### config.mk
export PLATFORM = sky130hd
export DESIGN_NAME = m65_speed_regs
export DESIGN_NICKNAME = d
export VERILOG_FILES = /design/src/rtl/m65_speed_regs.sv
export SDC_FILE = /design/constraint.sdc
export NUM_CORES = 1
export LEC_CHECK = 0
export ABC_CLOCK_PERIOD_IN_PS = 2009
export CAP_MARGIN = 30
export CORE_UTILIZATION = 35
export CTS_CLUSTER_DIAMETER = 80
export CTS_CLUSTER_SIZE = 25
export DETAILED_ROUTE_END_ITERATION = 7
export PLACE_DENSITY_LB_ADDON = 0.25
export SLEW_MARGIN = 10
export SYNTH_ARGS = -nofsm -noshare
export SYNTH_HDL_FRONTEND = slang
export SYNTH_SLANG_ARGS = --single-unit
### constraint.sdc
create_clock -name clk -period 2.01 [get_ports clk]
set_input_delay 0.3015 -clock clk [delete_from_list [all_inputs] [get_ports clk]]
set_output_delay 0.3015 -clock clk [all_outputs]
set_load 0.05 [all_outputs]
### src/rtl/m65_speed_regs.sv
// Speed-control register stage: decodes $D030/$D031/$D054 and CPU port $00,
// debounces the turbo switch and flags changes of the effective speed selection.
module m65_speed_regs #(
    parameter logic [15:0] DEBOUNCE_CYCLES = 16'd40000,
    parameter logic [7:0]  D031_RESET      = 8'h40,
    parameter logic [7:0]  D054_RESET      = 8'h00
) (
    input  logic        clk,
    input  logic        reset,
    input  logic        port_sel,
    input  logic [11:0] addr,
    input  logic [7:0]  wdata,
    input  logic        we,
    input  logic        re,
    output logic [7:0]  rdata,
    output logic        rdata_valid,
    input  logic        viciv_unlocked,
    input  logic        ext_fast_sw,
    output logic        vicii_2mhz,
    output logic        viciii_fast,
    output logic        viciv_fast,
    output logic        speed_gate,
    output logic        speed_gate_enable,
    output logic        force_fast,
    output logic        speed_change
);

    // Tuple order: {vicii_2mhz, viciii_fast, viciv_fast, speed_gate, force_fast}
    localparam logic [4:0] TUPLE_RESET = {1'b0, D031_RESET[6], D054_RESET[6], 1'b1, 1'b0};

    logic [7:0]  d030_r, d031_r, d054_r, ddr00_r;
    logic        speed_gate_r, speed_gate_enable_r;
    logic [7:0]  rdata_r;
    logic        rdata_valid_r;
    logic        sync1_r, sw_s;
    logic [15:0] dbnc_cnt_r;
    logic        force_fast_r;
    logic [4:0]  tuple_s, tuple_r;
    logic        speed_change_r;

    logic        wr_d030_s, wr_d031_s, wr_d054_s, wr_port_s;
    logic [7:0]  rd_mux_s;

    // Write address decode
    always_comb begin
        wr_d030_s = 1'b0;
        wr_d031_s = 1'b0;
        wr_d054_s = 1'b0;
        wr_port_s = 1'b0;
        if (we) begin
            if (port_sel) begin
                wr_port_s = 1'b1;
            end else begin
                case (addr)
                    12'h030: wr_d030_s = 1'b1;
                    12'h031: wr_d031_s = 1'b1;
                    12'h054: wr_d054_s = viciv_unlocked;
                    default: wr_d030_s = 1'b0;
                endcase
            end
        end else begin
            wr_port_s = 1'b0;
        end
    end

    // Read data selection; unmapped offsets float high like open bus
    always_comb begin
        rd_mux_s = 8'hFF;
        if (port_sel) begin
            rd_mux_s = ddr00_r;
        end else begin
            case (addr)
                12'h030: rd_mux_s = d030_r;
                12'h031: rd_mux_s = d031_r;
                12'h054: rd_mux_s = d054_r;
                default: rd_mux_s = 8'hFF;
            endcase
        end
    end

    // Shadow registers and C65 speed-gate pokes
    always_ff @(posedge clk or negedge reset) begin
        if (!reset) begin
            d030_r              <= 8'h00;
            d031_r              <= D031_RESET;
            d054_r              <= D054_RESET;
            ddr00_r             <= 8'h00;
            speed_gate_r        <= 1'b1;
            speed_gate_enable_r <= 1'b0;
        end else begin
            if (wr_d030_s) d030_r <= wdata;
            else           d030_r <= d030_r;
            if (wr_d031_s) d031_r <= wdata;
            else           d031_r <= d031_r;
            if (wr_d054_s) d054_r <= wdata;
            else           d054_r <= d054_r;
            if (wr_port_s) begin
                ddr00_r <= wdata;
                if (wdata == 8'h41) begin
                    speed_gate_r        <= 1'b0;
                    speed_gate_enable_r <= 1'b1;
                end else if (wdata == 8'h40) begin
                    speed_gate_r        <= 1'b1;
                    speed_gate_enable_r <= 1'b1;
                end else begin
                    speed_gate_r        <= speed_gate_r;
                    speed_gate_enable_r <= speed_gate_enable_r;
                end
            end else begin
                ddr00_r <= ddr00_r;
            end
        end
    end

    // Registered read port; data sampled before any same-edge write lands
    always_ff @(posedge clk or negedge reset) begin
        if (!reset) begin
            rdata_r       <= 8'h00;
            rdata_valid_r <= 1'b0;
        end else begin
            rdata_valid_r <= re;
            if (re) rdata_r <= rd_mux_s;
            else    rdata_r <= rdata_r;
        end
    end

    // Turbo switch synchroniser
    always_ff @(posedge clk or negedge reset) begin
        if (!reset) begin
            sync1_r <= 1'b0;
            sw_s    <= 1'b0;
        end else begin
            sync1_r <= ext_fast_sw;
            sw_s    <= sync1_r;
        end
    end

    // Debounce: switch must disagree with force_fast for DEBOUNCE_CYCLES cycles
    always_ff @(posedge clk or negedge reset) begin
        if (!reset) begin
            dbnc_cnt_r   <= 16'd0;
            force_fast_r <= 1'b0;
        end else if (sw_s == force_fast_r) begin
            dbnc_cnt_r   <= 16'd0;
            force_fast_r <= force_fast_r;
        end else if (dbnc_cnt_r == (DEBOUNCE_CYCLES - 16'd1)) begin
            dbnc_cnt_r   <= 16'd0;
            force_fast_r <= sw_s;
        end else if (dbnc_cnt_r != 16'hFFFF) begin
            dbnc_cnt_r   <= dbnc_cnt_r + 16'd1;
            force_fast_r <= force_fast_r;
        end else begin
            dbnc_cnt_r   <= dbnc_cnt_r;
            force_fast_r <= force_fast_r;
        end
    end

    assign tuple_s = {d030_r[0], d031_r[6], d054_r[6], speed_gate_r, force_fast_r};

    // Change detector; reset copy matches the reset tuple so no pulse at release
    always_ff @(posedge clk or negedge reset) begin
        if (!reset) begin
            tuple_r        <= TUPLE_RESET;
            speed_change_r <= 1'b0;
        end else begin
            tuple_r        <= tuple_s;
            speed_change_r <= (tuple_s != tuple_r);
        end
    end

    assign rdata             = rdata_r;
    assign rdata_valid       = rdata_valid_r;
    assign vicii_2mhz        = d030_r[0];
    assign viciii_fast       = d031_r[6];
    assign viciv_fast        = d054_r[6];
    assign speed_gate        = speed_gate_r;
    assign speed_gate_enable = speed_gate_enable_r;
    assign force_fast        = force_fast_r;
    assign speed_change      = speed_change_r;

endmodule

== After elaboration in Yosys (flattened, before gate mapping) ==
Cells that the tools add are included.
Word-level totals
  word-level logic and storage cells: 48
  bits of input ports: 27
  register bits after elaboration: 68
  output and inout port bits: 16
Cells by class
  multiplexer cells: 19
  equal/unequal tests: 9
  add/subtract/negate cells: 1
  reductions and logical operators: 4
  bitwise logic cells: 1
Operators with widths (count)
  2-to-1 mux 16 bit: 3
  == test 12 x 6 -> 1 bit (second input constant): 2
  one-hot mux 8 bit (3 select lines): 1
  adder 16 x 1 -> 16 bit (second input constant): 1
  == test 16 bit (second input constant): 1
  == test 8 x 7 -> 1 bit (second input constant): 2
  != test 16 bit (second input constant): 1
  2-to-1 mux 1 bit: 14
  == test 12 x 7 -> 1 bit (second input constant): 1
  2-to-1 mux 8 bit: 1
  != test 5 bit: 1
  AND reduction 2 bit: 2
  nonzero test 3 bit: 1
  nonzero test 2 bit: 1
  == test 1 bit: 1
  inverter 1 bit: 1

== Depth between registers and ports, before layout ==
  depth in word-level cells: 4
  gate-level depth with buffers: 6
  mapped depth without buffers: 5

== Worst setup path before layout ==
Ideal clock, no wire load.
  kind: flip-flop to flip-flop
  start: reg dbnc_cnt_r[13]
  end: reg force_fast_r (netlist: force_fast)
  setup slack: 0.132 ns
  path buffers: 0
  arrival time: 1.753 ns
  cell stages (with the launch flop): 4
  library setup time: 0.125 ns
  clock period less this slack: 1.878 ns
  required time: 1.885 ns
  cells stage by stage: dfrtp_1 or4_1 or4_4 mux2_4
On the way
  word-level cells in the longest chain between the ends: 2
Ends and longest elaborated chain
  start, declared: line 36  | logic [15:0] dbnc_cnt_r;
  start signal, assigned: line 150  | dbnc_cnt_r <= dbnc_cnt_r + 16'd1;
  start signal, assigned: line 153  | dbnc_cnt_r <= dbnc_cnt_r;
  == test 16 bit: line 146  | end else if (dbnc_cnt_r == (DEBOUNCE_CYCLES - 16'd1)) begin
  AND reduction 2 bit (no source line)
  end signal, assigned: line 145  | force_fast_r <= force_fast_r;
  end signal, assigned: line 148  | force_fast_r <= sw_s;
  end signal, assigned: line 151  | force_fast_r <= force_fast_r;
  end, declared: line 37  | logic force_fast_r;
Every way passes these cells.
A chain may end at the register's enable or synchronous reset.

== Final worst setup path ==
  start: reg dbnc_cnt_r[9]
  end: reg dbnc_cnt_r[9]
On the way
  word-level cells in the longest chain between the ends: 4
  elaborated cells on any way between the ends: 7
  those cells by class: 1 x add/sub; 2 x eq/ne; 3 x mux; 1 x reduce/logical
Ends and longest elaborated chain
  adder 16 x 1 -> 16 bit: line 150
  2-to-1 mux 16 bit: line 149  | end else if (dbnc_cnt_r != 16'hFFFF) begin
  2-to-1 mux 16 bit: line 146
  2-to-1 mux 16 bit: line 143  | end else if (sw_s == force_fast_r) begin
Several ways; a longest one is shown, not always the timed one. The select of a mux whose other input is x is not followed.

==> reports/results.ini <==
[sta]
max_freq_mhz=522.0
slew_headroom_pct=65.74
rsz0062_at_grt=false
finalWorstSetupSlack_ns=0.09412
final-hold-violation-count=0
fin_worst_skew_ns=0.007804
setup_viol=0
tightest_slew_ns=0.5073
layout_min_cycle_time_ns=1.916
holdWs_ns=0.3519
final.period_utilization_pct=95.32
final_max_slew_viol_count=0
setup_tns_ns=0

[clocking]
root_buffer=clkbuf_8
cts_resized=0
cts_buffers=9
tritoncts=built
cts_buffer_depth=2
clock_latency_ns=0.34
cts.clk_slew.worst_paths_ns=0.07
htree_levels=3
cts.sinks=68

[place]
place_inst=441
port_buffers=42
gp_congestion=0.7952
pre_cts_ws_ns=-0.2022
dpl.hpwl_mm=5.122

[power]
powerDensity_nw_per_um2=748.1
p_switching_mw=0.7747
swShare_pct=24.98
seqPwrFrac_pct=46.8
max-vdd-ir-drop_mv=0.2847
leakagePower_nw=1.801
power.internal_mw=2.327
clock_power_share_pct=40.9
combPwrFrac_pct=12.4

[synthesis]
syn_area_per_cell_um2=11.70
synth.most_common_cell=dfrtp_1
postSynthCellCount=273
synth_warnings=0
ys.flop_type=dfrtp_1
yosys.area.top_type_share_pct=50.14
synth_cell_types=48
syn-num-nets=301
seq_area_frac_synth_pct=53.43
yosysTopAreaCell=dfrtp_1
async_flop_share_pct=100.0
netlist_area_um2=3194
ys_top_cells_by_count=dfrtp_1 (64), mux2_2 (40), a21oi_1 (33)
synth_edf_count=0
synth_area_leaders=dfrtp_1 (50%), mux2_2 (14%), a21oi_1 (5.2%), dfstp_2 (3.3%), nand3b_1 (2.1%)
ys_ff_latch=68

[die]
die-width_um=97.54
die-area_um2=9513
num_rows=34
core_um2=8763
initial_utilization_pct=36.45
io_pins=43
die_y_um=97.54

[setup_path]
r2r_start=dbnc_cnt_r[9]
setup.worst_path.class=reg2reg
crit_path_max_fanout=15
r2r_slack_ns=0.09
end_kind=register
cp_data_arrival_time_ns=2.12
crit_start=dbnc_cnt_r[9]
crit_required_ns=2.21
critPathLaunchType=register

[finish]
syn_to_final_growth_pct=29.77
fillerInstances=810
utilization_pct=47.30
drive_above_1_share_pct=29.71
layout.nets=373
antenna_cells=0
final-instance-count-excl-fill=458

[route]
drc=0
drt_iter0_markers=125
detail_route.first_pass.iterations=4
routed_wl_mm=7.121
wl_per_cell_um=15.55
via_count=2420
ant_nets=0
via_per_inst=5.284

[min_path]
min_from=sync1_r
hold_class=reg2reg

[global_routing]
grt_pass1_wl_mm=11.97
groute.usage.overall_pct=15.89
grt.overflow.total=0
antenna_found_initial=0
grt_pass1_vias=2483
grt_max_degree=43

[status]
status=complete, no violations

[flow_run]
max_cap_violations=0

## stage by stage
| step | total power [mW] | instance area [um^2] |
|---|---|---|
| 6_report | 3.101 | 4145 |
| 2_1_floorplan | 1.665 | 3194 |
| 3_3_place_gp | 1.860 | 3911 |
| 3_5_place_dp | 1.865 | 3911 |
| 4_1_cts | 3.129 | 4145 |
| 5_1_grt | 3.213 | 4145 |
## state kept, by name, summed over array words and instances (netlist names)
name	flops
speed_change	1
rdata_valid	1
dbnc_cnt_r	16
ddr00_r	8
rdata	8
force_fast	1
d030_r	8
d031_r	8
speed_gate_enable	1
sw_s	1
sync1_r	1
speed_gate	1
d054_r	8
tuple_r	5
## layout make-up
class	count	area (um^2)	share of cell area, %
timing repair buffer	71	643.1	15.51
tap	108	135.1	3.260
sequential	68	1707	41.17
clock buffer	10	137.6	3.320
clock inverter	6	86.33	2.083
inverter	11	41.29	0.9961
multi-input combinational	184	1395	33.66
## cell families after synthesis
| family | Yosys count | synth area share (%) |
|---|---|---|
| AOI/OAI and AO/OA | 56 | 9.714 |
| xor gates and xnor gates | 7 | 1.919 |
| adders and majority gates | 1 | 0.3916 |
| buffers and inverters | 21 | 2.899 |
| DFF | 68 | 53.43 |
| muxes | 44 | 15.51 |
| and+or+nand+nor | 76 | 16.14 |
## layout by cell type, fill, tap and decap left out, drive strengths merged, types with 2 or more instances in the layout
cell            n
a21oi          33
and3            2
and4            3
and4b           3
buf            31
bufinv          2
clkbuf         10
clkdlybuf4s50  39
clkinv          2
dfrtp          64
dfstp           4
inv            12
mux2           41
mux2i           3
nand2           8
nand3          11
nand3b          9
nand4           5
nor2            6
nor3            6
nor4            3
nor4b           2
o21ai          13
o31ai           4
o41ai           2
or3             5
or4             6
xnor2           2
xor2            5
## power by group through the flow
stage          clock network [mW]  logic, mW  registers, mW
2_1_floorplan                   0      0.104           1.56
3_3_place_gp                    0      0.383           1.48
3_5_place_dp                    0      0.387           1.48
4_1_cts                      1.29      0.389           1.45
5_1_grt                      1.34      0.416           1.46
6_report                     1.27      0.383           1.45
## routing by layer
| metal | vias up | share of wire (%) | GRT usage [%] |
|---|---|---|---|
| met5 | - | 0 | 0 |
| met4 | 0 | 1.5 | 6.109 |
| met3 | 9 | 3.3 | 3.237 |
| met1 | 1206 | 48 | 20.98 |
| li1 | 1161 | - | - |
| met2 | 44 | 47 | 25.66 |
## final timing paths
path | depth (start not counted) | endpoint
setup / recovery | 4 | dbnc_cnt_r[9]
hold / removal | 0 | sw_s
setup reg to reg | 4 | dbnc_cnt_r[9]
hold reg to reg | 0 | sw_s
max in group asynchronous | 3 | speed_gate
min in group asynchronous | 2 | dbnc_cnt_r[1]
## worst max-delay path: stages (launching register included)
cell and delay (ns):
dfrtp_1 0.41, or4_1 0.52, or4_4 0.54, nand2_4 0.19, o41ai_1 0.11
## what timing repair did
action | in CTS | in global routing
hold endpoints to repair | 8 | 0
hold buffers | 1 | 0
setup buffers | 0 | 0
No activity file was read; power rests on OpenSTA's default activity.
